==> src/rtl/bcd_updown_counter_mux.sv <==
// Multi-digit BCD up/down counter with a tick prescaler, synchronous load,
// pause and a terminal-count pulse, driving a time-multiplexed common-anode
// 7-segment display (active-low segments and anodes).
module bcd_updown_counter_mux #(
  parameter int DIGITS   = 4,
  parameter int TICK_DIV = 50_000_000,
  parameter int SCAN_DIV = 50_000,
  parameter int BLANK_LZ = 0
) (
  input  logic                  clk,
  input  logic                  reset,
  input  logic                  up_down,
  input  logic                  pause,
  input  logic                  load,
  input  logic [4*DIGITS-1:0]   load_bcd,
  output logic [4*DIGITS-1:0]   bcd_out,
  output logic                  tc,
  output logic [6:0]            seg_out,
  output logic [DIGITS-1:0]     an_out
);

  localparam int PRESC_W = $clog2(TICK_DIV);
  localparam int SCAN_W  = $clog2(SCAN_DIV);
  localparam int IDX_W   = (DIGITS > 1) ? $clog2(DIGITS) : 1;

  // Active-low {a,b,c,d,e,f,g}; non-decimal codes leave the digit dark.
  function automatic logic [6:0] seg_decode(input logic [3:0] d);
    logic [6:0] s;
    case (d)
      4'd0:    s = 7'b0000001;
      4'd1:    s = 7'b1001111;
      4'd2:    s = 7'b0010010;
      4'd3:    s = 7'b0000110;
      4'd4:    s = 7'b1001100;
      4'd5:    s = 7'b0100100;
      4'd6:    s = 7'b0100000;
      4'd7:    s = 7'b0001111;
      4'd8:    s = 7'b0000000;
      4'd9:    s = 7'b0000100;
      default: s = 7'b1111111;
    endcase
    return s;
  endfunction

  logic [4*DIGITS-1:0] bcd_q, bcd_d;
  logic [4*DIGITS-1:0] inc_val, dec_val, load_val;
  logic [DIGITS-1:0]   is9, is0, all9_below, all0_below, zero_from;
  logic [PRESC_W-1:0]  presc_q, presc_d;
  logic [SCAN_W-1:0]   scan_q, scan_d;
  logic [IDX_W-1:0]    idx_q, idx_d;
  logic                tc_q, tc_d;
  logic [6:0]          seg_q, seg_d;
  logic [DIGITS-1:0]   an_q, an_d;
  logic                tick, scan_last, wrap_up, wrap_dn;

  assign tick      = (presc_q == PRESC_W'(TICK_DIV - 1));
  assign scan_last = (scan_q == SCAN_W'(SCAN_DIV - 1));
  assign wrap_up   = &is9;
  assign wrap_dn   = &is0;

  // Per-digit next values. A digit steps only when every lower digit is at
  // its rollover value (9 going up, 0 going down), so carries are computed as
  // prefix reductions instead of a serial chain.
  genvar gi;
  generate
    for (gi = 0; gi < DIGITS; gi++) begin : g_digit
      logic [3:0] dig;
      assign dig     = bcd_q[4*gi +: 4];
      assign is9[gi] = (dig == 4'd9);
      assign is0[gi] = (dig == 4'd0);
      if (gi == 0) begin : g_lsd
        assign all9_below[gi] = 1'b1;
        assign all0_below[gi] = 1'b1;
      end else begin : g_upper
        assign all9_below[gi] = &is9[gi-1:0];
        assign all0_below[gi] = &is0[gi-1:0];
      end
      assign zero_from[gi]       = &is0[DIGITS-1:gi];
      assign inc_val[4*gi +: 4]  = all9_below[gi] ? (is9[gi] ? 4'd0 : dig + 4'd1) : dig;
      assign dec_val[4*gi +: 4]  = all0_below[gi] ? (is0[gi] ? 4'd9 : dig - 4'd1) : dig;
      assign load_val[4*gi +: 4] = (load_bcd[4*gi +: 4] > 4'd9) ? 4'd0 : load_bcd[4*gi +: 4];
    end
  endgenerate

  // Count path: load beats pause, pause swallows the tick, otherwise step on tick.
  always_comb begin
    presc_d = tick ? '0 : presc_q + PRESC_W'(1);
    bcd_d   = bcd_q;
    tc_d    = 1'b0;
    if (load) begin
      bcd_d   = load_val;
      presc_d = '0;
    end else if (!pause && tick) begin
      if (up_down) begin
        bcd_d = inc_val;
        tc_d  = wrap_up;
      end else begin
        bcd_d = dec_val;
        tc_d  = wrap_dn;
      end
    end
  end

  // Digit scanning: hold each digit slot for SCAN_DIV cycles.
  always_comb begin
    scan_d = scan_last ? '0 : scan_q + SCAN_W'(1);
    idx_d  = idx_q;
    if (scan_last) begin
      idx_d = (idx_q == IDX_W'(DIGITS - 1)) ? '0 : idx_q + IDX_W'(1);
    end
  end

  // Display decode for the digit currently selected, with optional leading-zero blanking.
  always_comb begin
    logic [3:0] nib;
    logic       blank;
    nib   = 4'd0;
    blank = 1'b0;
    for (int i = 0; i < DIGITS; i++) begin
      if (idx_q == IDX_W'(i)) begin
        nib   = bcd_q[4*i +: 4];
        blank = (BLANK_LZ != 0) && (i > 0) && zero_from[i];
      end
    end
    seg_d = blank ? 7'b1111111 : seg_decode(nib);
    an_d  = ~(DIGITS'(1) << idx_q);
  end

  // State registers; reset is synchronous and active-low.
  always_ff @(posedge clk) begin
    if (!reset) begin
      bcd_q   <= '0;
      tc_q    <= 1'b0;
      presc_q <= '0;
      scan_q  <= '0;
      idx_q   <= '0;
      seg_q   <= 7'b0000001;
      an_q    <= ~(DIGITS'(1));
    end else begin
      bcd_q   <= bcd_d;
      tc_q    <= tc_d;
      presc_q <= presc_d;
      scan_q  <= scan_d;
      idx_q   <= idx_d;
      seg_q   <= seg_d;
      an_q    <= an_d;
    end
  end

  assign bcd_out = bcd_q;
  assign tc      = tc_q;
  assign seg_out = seg_q;
  assign an_out  = an_q;

endmodule

==> config.mk <==
export PLATFORM = sky130hd
export DESIGN_NAME = bcd_updown_counter_mux
export DESIGN_NICKNAME = d
export VERILOG_FILES = /design/src/rtl/bcd_updown_counter_mux.sv
export SDC_FILE = /design/constraint.sdc
export NUM_CORES = 1
export LEC_CHECK = 0
export BUFFER_PORTS_ARGS = -buffer_cell sky130_fd_sc_hd__buf_2
export CORE_ASPECT_RATIO = 1.1
export CORE_MARGIN = 8
export CORE_UTILIZATION = 40
export CTS_CLUSTER_SIZE = 20
export DETAILED_ROUTE_END_ITERATION = 16
export GPL_TIMING_DRIVEN = 0
export SYNTH_ARGS = -nofsm -noshare
export SYNTH_HDL_FRONTEND = slang
export SYNTH_SLANG_ARGS = --single-unit
==> constraint.sdc <==
create_clock -name clk -period 2.7 [get_ports clk]
set_clock_uncertainty 0.1 [all_clocks]
set_input_delay 0.405 -clock clk [delete_from_list [all_inputs] [get_ports clk]]
set_output_delay 0.405 -clock clk [all_outputs]
set_load 0.02 [all_outputs]
# Word level (Yosys, flattened, before mapping)
# Memories as Yosys holds them, arrays and structs flattened. A register that Yosys moved wholly into a read port is not among the register bits.
# Cells that the tools add are included.
[word_totals]
output_inout_bits = 28
mem_bits_ro = 112
n_memories = 1
elab_cells = 92
reg_bits = 65
[classes]
shifts = 1
addsub = 11
n_lt_le_gt_ge = 4
n_eq_ne = 12
n_bitwise = 3
muxes = 27
reduce_logical = 24
[mem_list]
columns = ["name", "words", "width", "read_ports", "rd_clocked_by_memory_dff", "wr", "line", "text"]
rows = [
  ["(no name shown)", 16, 7, 1, 1, 0, "29", "case (d)"],
]
[op_table]
columns = ["op", "count"]
rows = [
  ["two-way mux 4 bit", 22],
  ["two-way mux 16 bit", 3],
  ["adder 26 x 1 -> 26 bit, second input constant", 1],
  ["== test 26 bit, second input constant", 1],
  ["adder 16 x 1 -> 16 bit, second input constant", 1],
  ["adder 4 x 1 -> 4 bit, second input constant", 4],
  ["== test 16 bit, second input constant", 1],
  ["== test 4 bit, second input constant", 4],
  ["greater-than comparator 4 bit, second input constant", 4],
  ["zero test 4 bit", 4],
  ["subtractor 4 x 1 -> 4 bit, second input constant", 4],
  ["AND reduction 3 bit", 5],
  ["inequality test 3 x 1 -> 1 bit, second input constant", 3],
  ["nonzero test 3 bit", 3],
  ["AND reduction 4 bit", 2],
  ["OR reduction 3 bit", 2],
  ["== test 2 bit, second input constant", 2],
  ["inverter 4 bit", 1],
  ["AND reduction 2 bit", 2],
  ["<< shifter 1 x 2 -> 4 bit, first input constant", 1],
  ["adder 2 x 1 -> 2 bit, second input constant", 1],
  ["== test 2 x 1 -> 1 bit, second input constant", 1],
  ["zero test 1 bit", 2],
  ["zero test 2 bit", 1],
  ["other kinds (6)", 7],
]

# Logic depth before layout (Yosys ltp)
# Gate-level depths: netlist of run 1.
[depth]
ltp_word = 6
depth_mapped = 11

# Worst setup path after synthesis of run 1
# OpenSTA, ideal clock, no wires.
[synth_timing]
path_kind = "register to register"
from = "reg idx_q[1]"
to = "reg seg_q[2], in the netlist seg_out[2]"
setup_time_ps = 96
n_path_buf = 2
slack_ps = 394
path_stages_with_launch = 10
period_less_slack_ps = 2306
arrival_ps = 2111
path_cell_list = "dfxtp_1 -> inv_1 -> ha_1 -> clkbuf_1 -> nand3b_1 -> a221oi_1 -> or2_1 -> buf_2 -> mux2_2 -> a221oi_1"
[synth_via]
elab_chain_cells = 5
word_cells_on_any_way = 8
[synth_rtl]
columns = ["item", "line", "text"]
rows = [
  ["start: declaration", "50", "logic [IDX_W-1:0] idx_q, idx_d;"],
  ["start signal: assignment", "144", "idx_q <= idx_d;"],
  ["zero test 2 bit", "120", "if (idx_q == IDX_W'(i)) begin"],
  ["two-way mux 4 bit (3 in series)", "120", ""],
  ["two-way mux 4 bit *", "120", ""],
  ["end: declaration", "52", "logic [6:0] seg_q, seg_d;"],
]
# Every way passes the cells marked *; elsewhere a longest branch is shown, timed or not.
# A chain may end at the register's enable or synchronous reset.

# Worst setup path in the final report of run 1
[layout_timing]
from = "reg idx_q[0]"
to = "reg seg_q[2], in the netlist seg_out[2]"
# Same word-level chain as after synthesis.

==> key figures, run 1 <==
Run status
  – Status: finished, final reports clean

Yosys
  – Leading area contributor after synthesis: dfxtp_1
  – Yosys warns: 0
  – Avg Inst Size Synth: roughly 8.3 sq um
  – Most frequent cell after synthesis: dfxtp_1
  – Seq/Total Area, Yosys: 34.9%
  – Synth top area share: 34.9%
  – Synth Flop Type: dfxtp_1
  – Flops & latches, synth: 72
  – Post-synth cell types: 70
  – EDFF count, synth: 0
  – Mapped Cells: 497
  – Synthesized net count: 530
  – Ranking of synthesized cells by area: dfxtp_1, xor2_1, nor2_1, xnor2_1, ha_1
  – Post-synth top cells: dfxtp_1, nor2_1, nand2_1, xor2_1
  – Async SR Flop Fraction: 0%
  – Post-Synthesis Cell Area: 0.00413 sq mm

Clock tree
  – CTS sink count: 72
  – Root Buffer Master: clkbuf_16
  – H-tree levels: 3
  – Hold buffers post-CTS: 0
  – Clk buf depth: 2
  – Clock Latency Late Sink: 0.33 ns
  – Clk slew on worst S/H paths: 0.06 ns
  – CTS tree: built
  – TritonCTS Buffers: 9

Die
  – # rows: 39
  – Core area: roughly 0.010 sq mm
  – Io pins: just under 50
  – Die Span Y: 123 um
  – Die W: roughly 110 um
  – Initial Utilization: 40.3%
  – Die area: 0.0138 sq mm

Setup path
  – Worst Setup EP: seg_out[2]
  – Slowest stage delay, CP: 0.39 ns
  – Crit Path Class: reg2reg
  – R2r setup slk: between 0.15 and 0.2 ns
  – Reg2reg start: idx_q[0]
  – Crit path max fanout: 9
  – Crit path max-delay family: compound AO/OA/AOI/OAI gates
  – R2R cell count: 10
  – Crit path from: idx_q[0]
  – CP Data Required Time: 2.82 ns
  – Worst EP arrival: 2.64 ns
  – Startpoint types: register
  – CP max-delay cell: dfxtp_1
  – Crit path buf inv count: 3
  – Critical path endpoint category: register
  – Levels on crit path: 10
  – Crit-path cells: inv_1 > ha_1 > clkbuf_1 > a21oi_1 > a221oi_1 > a21oi_2 > inv_1 > ha_1 > mux2_2 > a221oi_1
  – FF-to-FF End: seg_out[2]

Global route
  – Grt total ovfl: 0
  – First-pass GRT wire length: 18.0 mm
  – All-Layer GR Usage: 16.0%
  – Largest net degree at the start of global routing: 12
  – Antenna violations before repair: 0
  – Vias in the first global route: ~3600

Drt
  – Total Routed Length: 10.8 mm
  – Vias per cell: between 5 and 6
  – DRC Markers: 0
  – Initial DRC Count: between 200 and 300
  – Post-DRT Antenna Nets: 0
  – Vias: 3855
  – Wire length per cell: 15.9 um
  – Drt pass-1 iters: 5

STA
  – Rel. slew slack: 44.3%
  – Fin. max-slew vios: 0
  – Fmax: 0.398 GHz
  – Hold_ws: 0.240 ns
  – Fin crit share: between 90% and 100%
  – Min Tclk post-route: approximately 2.5 ns
  – Setup-failing EPs final: 0
  – Setup tns final: 0 ns
  – RSZ-0062 raised after global routing: yes
  – Worst Tran Pin Value: ~0.84 ns
  – Final Hold Vio Count: 0

Power and ir drop
  – Pwr Total: 0.00262 W
  – Cell leakage power: 1.88 nW
  – PD cells: roughly 540 mW/mm^2
  – VDD IR-drop max: 0.344 mV

Final layout
  – Layout Nets: 590
  – Share of cells above drive strength 1: 16.6%
  – Area growth from synthesis to layout: 17.2%
  – # diodes: 0

Min path
  – Worst Hold Class: in2reg

Place
  – Dpl hpwl: 7.75 mm
  – Routability congestion estimate: 0.844
  – Port Buffers: 48

Flow run
  – MaxCap Viol Count: 0
## worst min-delay path by stage
stage,cells after the start,to,from
final,3,bcd_out[12],load_bcd[12]
after global routing,3,bcd_out[12],load_bcd[12]
after CTS,3,bcd_out[12],load_bcd[12]
after detailed placement,1,scan_q[0],scan_q[0]
after global placement,1,scan_q[0],scan_q[0]
after floorplan,1,scan_q[0],scan_q[0]
## per-stage QoR
step / setup slack [ns] / std cells / util [%] / instance area (sq um)
2_1_floorplan: 0.394 / 497 / - / 4130
3_3_place_gp: 0.162 / 668 / 44.2 / 4530
3_5_place_dp: 0.0665 / 668 / 44.2 / 4530
4_1_cts: 0.0665 / 682 / 47.0 / 4820
5_1_grt: -0.0330 / 683 / 47.3 / 4840
6_report: 0.186 / 683 / 47.3 / 4840
## layer usage
| layer | vias to the layer above | share of wire [%] | GRT usage, % | routed length [um] |
|---|---|---|---|---|
| met5 | - | 0 | 0 | 0 |
| met4 | 0 | 1.3 | 5.92 | 143 |
| met3 | 10 | 6.6 | 4.63 | 715 |
| met2 | 119 | 45 | 24.6 | 4860 |
| met1 | 1817 | 47 | 21.0 | 5100 |
| li1 | 1909 | - | - | - |
## layout make-up
cell class | count | area (sq um)
plain buffers | 33 | 141
inverters | 18 | 67.6
well taps | 123 | 154
clock inverters | 3 | 42.5
fillers | 1010 | 5400
multi-input cells | 374 | 2500
clock buffers | 11 | 253
repair buffers | 49 | 248
flip-flops and latches | 72 | 1440
## power breakdown
part	internal (W)	leakage [nW]	switching (W)
Clock	0.000753	0.143	0.000437
Combinational	0.000119	1.15	0.000195
Sequential	0.00109	0.585	0.0000238
## logic make-up (layout without fill, tap and decap cells)
| logic type | Yosys count | in the layout | share of synthesized area, % |
|---|---|---|---|
| adder cells (fa/ha/maj) | 12 | 12 | 3.63 |
| AND/OR/NAND/NOR | 207 | 207 | 27.9 |
| buffers and inverters | 51 | 114 | 5.06 |
| flip-flops | 72 | 72 | 34.9 |
| AO/OA/AOI/OAI | 100 | 100 | 16.6 |
| multiplexers | 8 | 8 | 2.00 |
| XOR/XNOR | 47 | 47 | 9.96 |
## tightest hold or removal path, stage by stage
cell     delay (ns)
buf_2          0.08
nand4_1        0.08
nand3_1        0.08
## layout by cell type, fill, tap and decap left out, types with 3 or more instances in the layout
cell type / n
o21ai_0: 20
clkbuf_16: 9
o211a_1: 4
nor2b_1: 4
and3_1: 10
nand3b_1: 5
nand3_1: 24
nand4_1: 17
nor3b_1: 4
mux2i_1: 6
o22ai_1: 4
and4_1: 3
nand2_1: 36
inv_1: 18
nand2b_1: 3
or3_1: 4
or4_1: 3
a31oi_1: 8
nor3_1: 7
buf_2: 56
ha_1: 12
nor4_2: 3
dfxtp_1: 72
xor2_1: 27
xnor2_1: 20
nor2_1: 58
nor4_1: 4
a21oi_1: 21
a221oi_1: 6
a211oi_1: 8
clkbuf_1: 24
## state kept, by name, indices dropped and copies added (netlist names)
register	cells
scan_q	16
an_out	4
bcd_out	16
presc_q	26
seg_out	7
tc	1
idx_q	2
## timing repair
item / 4_1_cts / 5_1_grt
resized for setup: 0 / 3
setup buffers: 0 / 1
setup endpoints to repair: 0 / 8
(Power assumes the default switching activity.)
==> inputs of run 2 (changes only) <==
GPL_TIMING_DRIVEN = default   (was 0)
PLACE_DENSITY = 0.64   (was default)
==> run 2 against run 1 <==
Non-clock buffer count fell by 14. Hold slack got worse by 0.014 ns. Die area did not move. Combinational power fell by 7.3%. Power fell by 1.8%. Via count fell by 3.1%. Fmax rose by 2.9%. Sequential power barely moved. Critical path depth fell by 1.
==> key figures, run 2 (synthesis gave the netlist of run 1 again) <==
Run status
  – Status: finished, final reports clean

STA
  – Setup tns final: 0 ns
  – RSZ-0062 raised after global routing: no
  – Rel. slew slack: a little under 60%
  – Fmax: roughly 0.41 GHz
  – Hold_ws: 0.226 ns
  – Setup-failing EPs final: 0
  – Final Hold Vio Count: 0
  – Worst Tran Pin Value: 0.629 ns
  – Fin. max-slew vios: 0
  – Min Tclk post-route: 2.44 ns
  – Fin crit share: 90.5%

Min path
  – WHS Endpoint: bcd_out[12]
  – Hold Path Depth: 3
  – Hold Startpoint: load_bcd[12]
  – Worst Hold Class: in2reg

Final layout
  – Share of cells above drive strength 1: ~18%
  – Most common cell after layout, fill and taps aside: dfxtp_1
  – Biggest register: presc_q
  – Core Util, Final: 47.1%
  – Max reg flops: 26
  – Layout Nets: roughly 580
  – Design area: 0.00482 sq mm
  – Layout Cells excl Fill: 670
  – Most frequent cells in the layout: dfxtp_1, nor2_1, buf_2
  – Area growth from synthesis to layout: 16.7%
  – # diodes: 0

Setup path
  – Crit path buf inv count: 2
  – Reg2reg start: idx_q[0]
  – R2R cell count: 9
  – FF-to-FF End: seg_out[2]
  – CP Data Required Time: about 2.8 ns
  – Slowest stage delay, CP: 0.39 ns
  – R2r setup slk: 0.26 ns
  – Crit path max-delay family: compound AO/OA/AOI/OAI gates
  – Crit path from: idx_q[0]
  – Critical path endpoint category: register
  – Crit Path Class: reg2reg
  – Worst EP arrival: 2.58 ns
  – CP max-delay cell: dfxtp_1
  – Crit-path cells: inv_1 > ha_1 > a21oi_1 > a221oi_1 > a21oi_1 > inv_1 > ha_1 > mux2_2 > a221oi_1
  – Startpoint types: register
  – Crit path max fanout: 9

Die
  – Io pins: 49
  – Core area: 0.0102 sq mm
  – # rows: 39
  – Die Span Y: 123 um
  – Die area: 0.0138 sq mm
  – Initial Utilization: 40.3%
  – Die W: roughly 110 um

Global route
  – Vias in the first global route: 3381
  – Largest net degree at the start of global routing: 21
  – Antenna violations before repair: 0
  – First-pass GRT wire length: 16.4 mm
  – Grt total ovfl: 0
  – All-Layer GR Usage: around 14%

Clock tree
  – Hold buffers post-CTS: 0
  – Root Buffer Master: clkbuf_16
  – CTS resizes: 0
  – TritonCTS Buffers: 9
  – Clk slew on worst S/H paths: 0.06 ns
  – H-tree levels: 3
  – Clock Latency Late Sink: 0.33 ns
  – CTS tree: built
  – CTS sink count: 72
  – Setup bufs post-CTS: 0
  – Clk buf depth: 2

Drt
  – Wire length per cell: 14.8 um
  – DRC Markers: 0
  – Vias: 3736
  – Drt pass-1 iters: 4
  – Vias per cell: 5.58
  – Initial DRC Count: 193
  – Total Routed Length: 9.92 mm
  – Post-DRT Antenna Nets: 0

Place
  – Port Buffers: 48
  – Routability congestion estimate: ~0.87
  – Cell Area, Placed: 0.00453 sq mm
  – Placed cells: 655
  – Dpl hpwl: 7.14 mm

Power and ir drop
  – Cell leakage power: 1.90 nW
  – VDD IR-drop max: 0.387 mV
  – PD cells: 533 mW/mm^2

Flow run
  – MaxCap Viol Count: 0
[run 2: tightest hold or removal path, cell delays in order]
cell and delay, ns:
buf_2 0.08, nand4_1 0.08, nand3_1 0.07
[run 2: area by class of cell]
cell class / instances / area (sq um)
timing repair buffer: 68 / 390
tap: 123 / 154
clock buffer: 11 / 243
fill: 1010 / 5430
inverter: 18 / 67.6
multi-input combinational: 374 / 2480
sequential: 72 / 1440
clock inverter: 4 / 45.0
[run 2: per-layer routing]
metal | wire (um) | share of wire (%) | global-route usage (%)
met4 | 114 | 1.1 | 4.00
met3 | 560 | 5.6 | 4.58
met2 | 4560 | 46 | 23.1
met5 | 0 | 0 | 0
met1 | 4680 | 47 | 18.5
[run 2: through the flow]
stage                     setup slack [ns]  total power (W)
after floorplan                      0.394          0.00134
after global placement               0.352          0.00144
after detailed placement             0.264          0.00144
after CTS                            0.253          0.00261
after global routing                0.0294          0.00268
final                                0.256          0.00257
[run 2: how the worst max path moves through the flow]
stage,end,slack [ns],cells past startpoint
CTS,seg_out[2],0.25,9
finish,seg_out[2],0.26,9
global placement,tc,0.35,4
detailed placement,seg_out[2],0.26,9
floorplan,seg_out[2],0.39,9
global route,seg_out[2],0.03,9
[run 2: power breakdown]
part,total [W],internal [W],switching (W),leakage [nW]
combinational,0.000292,0.000123,0.000168,1.17
sequential,0.00113,0.00109,0.0000395,0.585
clock,0.00115,0.000730,0.000421,0.145
==> inputs of run 3 (changes only) <==
CORE_UTILIZATION = 53   (was 40)
PLACE_DENSITY = 0.8   (was 0.64)
==> run 3 against run 2 <==
Critical path depth did not move. Via count down 0.24%. Die area fell by 21%. Hold slack lost 0.0078 ns. Core utilization increased by 15 points. Largest power group is now sequential cells. Worst setup slack gained 0.0097 ns. Register-to-register slack about the same. Critical endpoint unchanged. Power down 13%.
==> key figures, run 3 (synthesis gave the netlist of run 1 again) <==
Final layout
  – Sequential standard cell area: 0.00144 sq mm
  – Number of fill cells: a little under 700
  – Most frequent cells in the layout: dfxtp_1, nor2_1, buf_2
  – Area growth from synthesis to layout: 13.3%
  – Layout Nets: 574
  – Most common cell after layout, fill and taps aside: dfxtp_1
  – # diodes: 0
  – Core Util, Final: 62.3%
  – Biggest register: presc_q
  – Max reg flops: 26
  – Share of cells above drive strength 1: 18.2%
  – Area occupied by multi-input gates: 0.00248 sq mm

Power and ir drop
  – Clk pwr share: 37.0%
  – Cell leakage power: 1.84 nW
  – Pwr Total: 0.00225 W
  – Reg power frac: 50.0%
  – P_int: 0.00163 W
  – PD cells: 480 mW/mm^2
  – P_sw: around 0.00062 W
  – Comb power frac: 13.0%
  – VDD IR-drop max: about 0.34 mV
  – Switch share: 27.6%

Global route
  – All-Layer GR Usage: 18.3%
  – Antenna violations before repair: 0
  – Vias in the first global route: 3645
  – First-pass GRT wire length: 16.4 mm
  – Grt total ovfl: 0
  – Largest net degree at the start of global routing: 27

Flow run
  – MaxCap Viol Count: 0

Die
  – Core area: 0.00751 sq mm
  – Die Span Y: 109 um
  – Die area: 0.0109 sq mm
  – Die W: 100 um
  – Initial Utilization: 55.0%
  – # rows: 33
  – Io pins: 49

Drt
  – Post-DRT Antenna Nets: 0
  – Drt pass-1 iters: 4
  – Total Routed Length: 9.67 mm
  – DRC Markers: 0
  – Vias: approximately 3700
  – Vias per cell: 5.73
  – Initial DRC Count: ~230
  – Wire length per cell: around 15 um

Clock tree
  – H-tree levels: 3
  – Clock Latency Late Sink: 0.34 ns
  – CTS resizes: 0
  – Setup bufs post-CTS: 0
  – Clk slew on worst S/H paths: roughly 0.08 ns
  – TritonCTS Buffers: 9
  – CTS sink count: 72
  – Root Buffer Master: clkbuf_8
  – Clk buf depth: 2
  – CTS tree: built
  – Hold buffers post-CTS: 0

Min path
  – Worst Hold Class: in2reg

STA
  – Min Tclk post-route: 2.43 ns
  – Rel. slew slack: 57.1%
  – Fin crit share: 90.1%
  – Fin. max-slew vios: 0
  – Setup-failing EPs final: 0
  – RSZ-0062 raised after global routing: no
  – Hold_ws: 0.218 ns
  – Worst Tran Pin Value: ~0.64 ns
  – Post-layout worst setup margin: approximately 0.27 ns
  – Setup tns final: 0 ns
  – Final Hold Vio Count: 0
  – Fmax: 0.411 GHz

Setup path
  – Slowest stage delay, CP: about 0.39 ns
  – Worst EP arrival: 2.59 ns
  – CP max-delay cell: dfxtp_1
  – Startpoint types: register
  – Critical path endpoint category: register
  – Crit Path Class: reg2reg
  – Crit-path cells: inv_1 > ha_1 > a21oi_1 > a221oi_1 > a21oi_1 > inv_1 > ha_1 > mux2_2 > a221oi_1
  – Crit path max fanout: 9
  – CP Data Required Time: 2.86 ns

Run status
  – Status: finished, final reports clean

Place
  – Port Buffers: 48
  – Worst slack, placed: 0.292 ns
  – Dpl hpwl: 6.97 mm
  – Routability congestion estimate: 0.884
[run 3: cell count changes in the layout (fill, tap and decap cells not counted), sizes merged]
cell,delta
buf,-2
clkbuf,-2
clkinvlp,+1
clkinv,+1
[run 3: worst paths after layout]
check / start / to / slack, ns / cells past startpoint
max reg2reg: idx_q[0] / seg_out[2] / 0.27 / 9
min reg2reg: scan_q[0] / scan_q[0] / 0.36 / 1
max: idx_q[0] / seg_out[2] / 0.27 / 9
min: load_bcd[12] / bcd_out[12] / 0.22 / 3
[run 3: area by class of cell]
type                       count  share of cell area [%]
clock buffer                   9                    2.65
clock inverter                 6                    1.31
inverter                      18                    1.44
multi-input combinational    374                    53.0
sequential                    72                    30.8
tap                          105                    2.81
timing repair buffer          66                    8.02
[run 3: power by group through the flow]
| stage | sequential, W | combinational, W | clock, W |
|---|---|---|---|
| after floorplan | 0.00116 | 0.000188 | 0 |
| after global placement | 0.00115 | 0.000285 | 0 |
| after detailed placement | 0.00115 | 0.000291 | 0 |
| after CTS | 0.00112 | 0.000293 | 0.000843 |
| after global routing | 0.00113 | 0.000325 | 0.000878 |
| final | 0.00112 | 0.000293 | 0.000831 |
[run 3: per-stage QoR]
stage / area [sq um] / cells
4_1_cts: 4680 / 650
3_5_place_dp: 4500 / 635
5_1_grt: 4680 / 650
3_3_place_gp: 4500 / 635
6_report: 4680 / 650
2_1_floorplan: 4130 / 497
[run 3: critical path, delay by kind of cell, from the launching register on]
family | cells | cell delay (ns)
DFF | 1 | 0.39
buffers and inverters | 2 | 0.29
muxes | 1 | 0.26
adders and majority gates | 2 | 0.53
AOI/OAI and AO/OA | 4 | 0.79
[run 3: layer usage]
metal | track usage, % | vias to the layer above | part of all wire, %
li1 | - | 1867 | -
met3 | 4.11 | 16 | 6.1
met5 | 0 | - | 0
met2 | 29.8 | 112 | 47
met4 | 7.57 | 0 | 1.8
met1 | 22.9 | 1732 | 45
